<file path="src/rtl/compute_sequencer_pkg.sv">
// compute_sequencer_pkg
//   Shared encodings for the compute sequencer: command opcodes, banked-buffer
//   mode codes, the sequencer FSM state enum and the default MAC array size.
package compute_sequencer_pkg;

  localparam int ARR_SIZE_DEF = 4;

  // cmd_op encodings
  localparam logic [1:0] OP_WR_INP = 2'b00;
  localparam logic [1:0] OP_WR_WT  = 2'b01;
  localparam logic [1:0] OP_MATMUL = 2'b10;
  localparam logic [1:0] OP_CLEAR  = 2'b11;

  // buf_state encodings
  localparam logic [1:0] BUF_IDLE  = 2'b00;
  localparam logic [1:0] BUF_WRITE = 2'b01;
  localparam logic [1:0] BUF_READ  = 2'b10;

  typedef enum logic [2:0] {
    ST_IDLE    = 3'd0,
    ST_WRITE   = 3'd1,
    ST_CLEAR   = 3'd2,
    ST_COMPUTE = 3'd3,
    ST_DRAIN   = 3'd4,
    ST_STORE   = 3'd5,
    ST_DONE    = 3'd6
  } seq_state_e;

endpackage

</file>
<file path="src/rtl/compute_sequencer.sv">
// compute_sequencer
//   Command sequencer for a systolic MAC array. Accepts buffer writes, MATMUL
//   and CLEAR commands, then walks the array through compute (operand
//   streaming), drain (skew flush) and store (accumulator readout) phases.
//
// Ports
//   clk, rst            clock, asynchronous active-low reset
//   cmd_valid/cmd_ready command handshake
//   cmd_op/addr/data/len command fields
//   buf_state           banked-buffer mode (IDLE/WRITE/READ)
//   inp_buf_*/wt_buf_*  input and weight buffer address/write data
//   i_mode              MAC enable (compute and drain)
//   acc_reset           one-cycle accumulator clear
//   store_output        accumulator-to-output-buffer strobe
//   acc_op_addr         accumulator entry index during store
//   busy, done          activity flag, completion pulse
//   dbg_state           current FSM state for observation
module compute_sequencer
  import compute_sequencer_pkg::*;
#(
  parameter int ARR_SIZE = ARR_SIZE_DEF,
  parameter int ADDR_W   = 7,
  parameter int LEN_W    = 7,
  localparam int ACC_W   = (ARR_SIZE > 1) ? $clog2(ARR_SIZE * ARR_SIZE) : 1
) (
  input  logic              clk,
  input  logic              rst,
  input  logic              cmd_valid,
  output logic              cmd_ready,
  input  logic [1:0]        cmd_op,
  input  logic [ADDR_W-1:0] cmd_addr,
  input  logic [31:0]       cmd_data,
  input  logic [LEN_W-1:0]  cmd_len,
  output logic [1:0]        buf_state,
  output logic [ADDR_W-1:0] inp_buf_addr,
  output logic [ADDR_W-1:0] wt_buf_addr,
  output logic [31:0]       inp_buf_data,
  output logic [31:0]       wt_buf_data,
  output logic              i_mode,
  output logic              acc_reset,
  output logic              store_output,
  output logic [ACC_W-1:0]  acc_op_addr,
  output logic              busy,
  output logic              done,
  output logic [2:0]        dbg_state
);

  // One counter serves every timed phase, so it must hold the largest of
  // K-1, 2*ARR_SIZE-2 and ARR_SIZE^2-1.
  localparam int CNT_W = ((LEN_W > ACC_W) ? LEN_W : ACC_W) + 1;
  localparam logic [CNT_W-1:0] DRAIN_LAST = CNT_W'(2 * ARR_SIZE - 2);
  localparam logic [CNT_W-1:0] STORE_LAST = CNT_W'(ARR_SIZE * ARR_SIZE - 1);

  seq_state_e        r_state;
  seq_state_e        w_next;
  logic [CNT_W-1:0]  r_cnt;
  logic [CNT_W-1:0]  w_cnt_inc;
  logic [ADDR_W-1:0] r_addr;
  logic [31:0]       r_data;
  logic              r_sel_wt;
  logic [LEN_W-1:0]  r_len;
  logic              w_accept;

  assign w_cnt_inc = r_cnt + CNT_W'(1);
  assign dbg_state = r_state;

  // Handshake: a command transfers on a rising edge where cmd_valid and
  // cmd_ready are both high; cmd_ready is high only in IDLE, so commands
  // offered while busy simply wait and never disturb the running one.
  always_ff @(posedge clk or negedge rst) begin
    if (!rst) begin
      r_state  <= ST_IDLE;
      r_cnt    <= '0;
      r_addr   <= '0;
      r_data   <= '0;
      r_sel_wt <= 1'b0;
      r_len    <= '0;
    end else begin
      r_state <= w_next;
      // Counter restarts on every state change and idles at zero.
      if (w_next != r_state || r_state == ST_IDLE) r_cnt <= '0;
      else                                         r_cnt <= w_cnt_inc;
      if (w_accept) begin
        r_addr   <= cmd_addr;
        r_data   <= cmd_data;
        r_sel_wt <= (cmd_op == OP_WR_WT);
        r_len    <= cmd_len;
      end else if (r_state == ST_COMPUTE && w_next == ST_COMPUTE) begin
        // Step the read address; on the final compute cycle it is left at
        // the last address so drain presents it unchanged.
        r_addr <= r_addr + ADDR_W'(1);
      end
    end
  end

  always_comb begin
    w_next       = r_state;
    w_accept     = 1'b0;
    cmd_ready    = (r_state == ST_IDLE);
    busy         = (r_state != ST_IDLE);
    buf_state    = BUF_IDLE;
    inp_buf_addr = '0;
    wt_buf_addr  = '0;
    inp_buf_data = '0;
    wt_buf_data  = '0;
    i_mode       = 1'b0;
    acc_reset    = 1'b0;
    store_output = 1'b0;
    acc_op_addr  = '0;
    done         = 1'b0;
    case (r_state)
      ST_IDLE: begin
        if (cmd_valid) begin
          w_accept = 1'b1;
          case (cmd_op)
            OP_WR_INP, OP_WR_WT: w_next = ST_WRITE;
            // A zero-depth MATMUL has nothing to stream: behave as CLEAR.
            OP_MATMUL: w_next = (cmd_len == '0) ? ST_CLEAR : ST_COMPUTE;
            default:   w_next = ST_CLEAR;
          endcase
        end
      end
      ST_WRITE: begin
        buf_state = BUF_WRITE;
        if (r_sel_wt) begin
          wt_buf_addr = r_addr;
          wt_buf_data = r_data;
        end else begin
          inp_buf_addr = r_addr;
          inp_buf_data = r_data;
        end
        w_next = ST_IDLE;
      end
      ST_CLEAR: begin
        acc_reset = 1'b1;
        w_next    = ST_DONE;
      end
      ST_COMPUTE: begin
        buf_state    = BUF_READ;
        i_mode       = 1'b1;
        inp_buf_addr = r_addr;
        wt_buf_addr  = r_addr;
        acc_reset    = (r_cnt == '0);
        if (w_cnt_inc == CNT_W'(r_len)) w_next = ST_DRAIN;
      end
      ST_DRAIN: begin
        i_mode       = 1'b1;
        inp_buf_addr = r_addr;
        wt_buf_addr  = r_addr;
        if (r_cnt == DRAIN_LAST) w_next = ST_STORE;
      end
      ST_STORE: begin
        store_output = 1'b1;
        acc_op_addr  = r_cnt[ACC_W-1:0];
        if (r_cnt == STORE_LAST) w_next = ST_DONE;
      end
      ST_DONE: begin
        done   = 1'b1;
        w_next = ST_IDLE;
      end
      default: w_next = ST_IDLE;
    endcase
  end

endmodule

</file>
<file path="config.mk">
export PLATFORM = sky130hd
export DESIGN_NAME = compute_sequencer
export DESIGN_NICKNAME = d
export VERILOG_FILES = /design/src/rtl/compute_sequencer_pkg.sv /design/src/rtl/compute_sequencer.sv
export SDC_FILE = /design/constraint.sdc
export NUM_CORES = 1
export LEC_CHECK = 0
export ABC_AREA = 1
export ABC_CLOCK_PERIOD_IN_PS = 6100
export CORE_ASPECT_RATIO = 0.5
export CORE_MARGIN = 10
export CORE_UTILIZATION = 48
export CTS_BUF_LIST = sky130_fd_sc_hd__clkbuf_4
export DETAILED_ROUTE_END_ITERATION = 8
export PLACE_DENSITY = 0.89
export SLEW_MARGIN = 20
export SYNTH_ARGS = -nofsm -noshare
export SYNTH_HDL_FRONTEND = slang
export SYNTH_SLANG_ARGS = --single-unit
</file>
<file path="constraint.sdc">
create_clock -name clk -period 6.1 [get_ports clk]
set_input_delay 1.525 -clock clk [delete_from_list [all_inputs] [get_ports clk]]
set_output_delay 1.525 -clock clk [all_outputs]
set_load 0.05 [all_outputs]
</file>
==> flow_summary.json <==
{
  "power.leakage_nw": 2.23,
  "ys_types": 34,
  "clk_pin_slew_worst_paths_ns": 0.09,
  "grt_use_met2_pct": 35.4,
  "fin_tns_setup_ns": 0,
  "crit_path_end_kind": "primary output",
  "wirelength_um": 10400,
  "arrival_ns": 2.97,
  "cp-start-kind": "flip-flop",
  "finalHoldViolCount": 0,
  "clk_path_buf_depth": 2,
  "num_vias": 3440,
  "viasPerCell": 4.81,
  "reg2regPathDepth": 7,
  "slew_headroom_pct": 33.3,
  "initial_core_util_pct": 50.1,
  "clk_latency_ns": 0.42,
  "syn_area_mm2": 0.00338,
  "rsz0062_at_grt": "no",
  "synth_cells": 478,
  "maxCapViolCount": 0,
  "final_common_cell": "clkdlybuf4s50_1",
  "holdBufCountCts": 0,
  "port_buffers": 143,
  "h-tree-depth": 3,
  "antenna_found_initial": 0,
  "placedCellCount": 699,
  "std_cell_rows": 21,
  "drive_gt1_share_pct": 8.35,
  "cp.required_ns": 4.58,
  "hold_ws_ns": 0.508,
  "peakVddDrop_mv": 0.196,
  "drtIter0Drc": 230,
  "wl_per_cell_um": 14.5,
  "crit_fanout": 32,
  "r2r_end": "r_addr[0]$_DFFE_PN0P_",
  "use_met3_pct": 5.76,
  "root_buffer": "clkbuf_4",
  "clock_sink_count": 58,
  "dpl.hpwl_um": 8170,
  "boundaryPins": 144,
  "reg2reg_slack_ns": 3.55,
  "dieHeight_um": 79.4,
  "powerDensity_mw_per_mm2": 436,
  "chipWidth_um": 139,
  "final_cells": 715,
  "hold_end": "r_len[1]$_DFFE_PN0P_",
  "grt_use_met1_pct": 19.3,
  "syn2layout_area_growth_pct": 47.0,
  "min_delay_path_depth": 2,
  "mostFrequentLayoutCells": "clkdlybuf4s50_1, nand2_1, nor2_1, inv_1, dfrtp_1",
  "r2r-start": "dbg_state[2]$_DFF_PN0_",
  "grt_max_degree": 59,
  "grt_usage_pct": 18.6,
  "syn-num-nets": 535,
  "total_power_mw": 2.17,
  "cts-resized-gates": 0,
  "skew_ns": 0.00948,
  "critical_path_class": "flip-flop to primary output",
  "fin_crit_ns": 4.49,
  "status": "finished clean",
  "n_fill_cell": 535,
  "post_cts_buffers": 0,
  "slew_violations": 0,
  "dr.pass1.iters": 5,
  "syn_avg_cell_area_um2": 7.08,
  "hold_path.class": "flip-flop to flip-flop",
  "async_reset_ff_share_pct": 100,
  "cts_made_buffers": 9,
  "grt_pass1_wl_um": 16800,
  "globalplace.congestion": 0.844,
  "grt_pass1_vias": 3396,
  "worst_pin_slew_ns": 0.999,
  "top_usage_layer": "met2",
  "fmax_mhz": 223,
  "diodes": 0,
  "ys.warnings.count": 0,
  "drc_errors": 0,
  "min_from": "r_len[1]$_DFFE_PN0P_",
  "cts_tree": "built",
  "ant_nets": 0,
  "die-area_mm2": 0.0110,
  "finalCritPeriodShare_pct": 73.7,
  "core-area_mm2": 0.00675,
  "synth_ff_type": "dfrtp_1",
  "synth_edf_count": 0,
  "nNetsFinal": 675,
  "setup_violations": 0,
  "grt_overflow": 0,
  "ys_seq_area_share_pct": 42.9,
  "synth_seq_cells": 58
}
-- Yosys cell counts, types with 3 or more instances --
| master | count | area share (%) |
|---|---|---|
| nor3_1 | 7 | 1.0 |
| nor2_1 | 99 | 11 |
| clkbuf_1 | 12 | 1.3 |
| nand3b_1 | 3 | 0.67 |
| nand2_1 | 102 | 11 |
| nand2_2 | 10 | 1.8 |
| dfrtp_1 | 58 | 43 |
| o21ai_2 | 7 | 1.8 |
| nand4_1 | 3 | 0.55 |
| inv_1 | 72 | 8.0 |
| ha_1 | 6 | 2.2 |
| nor2_2 | 11 | 2.0 |
| buf_2 | 3 | 0.44 |
| a21oi_1 | 3 | 0.44 |
| o21ai_0 | 42 | 6.2 |
| nand3_1 | 19 | 2.8 |
-- critical path, stage by stage, from the launching register on --
cell and delay (ns):
dfrtp_1 0.46, inv_1 0.13, nor2_1 0.15, nand2_1 0.11, nor2_1 0.14, inv_1 0.41
nor2_1 0.25, clkdlybuf4s50_1 0.86
-- sequential cells by signal, summed over array words and instances, names as in the netlist --
register,count
r_data,32
r_cnt,8
r_addr,7
r_len,7
dbg_state,3
r_sel_wt,1
-- cell type report --
type                    instances  area [um2]  area share (%)
clock buffers                  10        75.1            1.51
clock inverters                 6        23.8           0.478
inverters                      75         282            5.66
multi-input cells             329        1580            31.9
flip-flops and latches         58        1450            29.2
well taps                      92         115            2.32
repair buffers                145        1440            29.0
-- where the power goes --
group / internal [mW] / switching (mW)
clock network: 0.0809 / 0.140
registers: 0.544 / 0.0782
logic: 0.398 / 0.928
-- worst max-delay path by stage --
stage                                       from                to  slack, ns  depth (start not counted)
after CTS                 dbg_state[0]$_DFF_PN0_  inp_buf_data[22]       1.56                          7
after detailed placement  dbg_state[0]$_DFF_PN0_  inp_buf_data[22]       2.04                          7
after floorplan           dbg_state[0]$_DFF_PN0_   inp_buf_addr[0]       2.18                          6
after global placement    dbg_state[0]$_DFF_PN0_   wt_buf_data[31]       2.12                          7
final                     dbg_state[0]$_DFF_PN0_  inp_buf_data[22]       1.61                          7
after global routing      dbg_state[0]$_DFF_PN0_   wt_buf_data[13]       1.28                          7
-- through the flow --
| step | area, um2 | worst slack, ns | util, % |
|---|---|---|---|
| 2_1_floorplan | 3380 | 2.18 | - |
| 3_3_place_gp | 4870 | 2.12 | 72.2 |
| 3_5_place_dp | 4870 | 2.04 | 72.2 |
| 4_1_cts | 4970 | 1.56 | 73.6 |
| 5_1_grt | 4970 | 1.28 | 73.6 |
| 6_report | 4970 | 1.61 | 73.6 |
-- logic make-up (layout without fill, tap and decap cells) --
group                      after synthesis  after routing  synth area share, %
DFF                                     58             58                 42.9
adders and majority gates                6              6                 2.22
AOI/OAI and AO/OA                       60             60                 10.5
buffers and inverters                   91            236                 10.4
xor gates and xnor gates                 3              3                0.777
and+or+nand+nor                        260            260                 33.2
-- routing by layer --
| layer | vias to the layer above | wire, um |
|---|---|---|
| li1 | 1741 | - |
| met1 | 1578 | 3970 |
| met2 | 103 | 5560 |
| met3 | 18 | 663 |
| met4 | 0 | 171 |
| met5 | - | 0 |
Power figures use the tool's default switching activity.
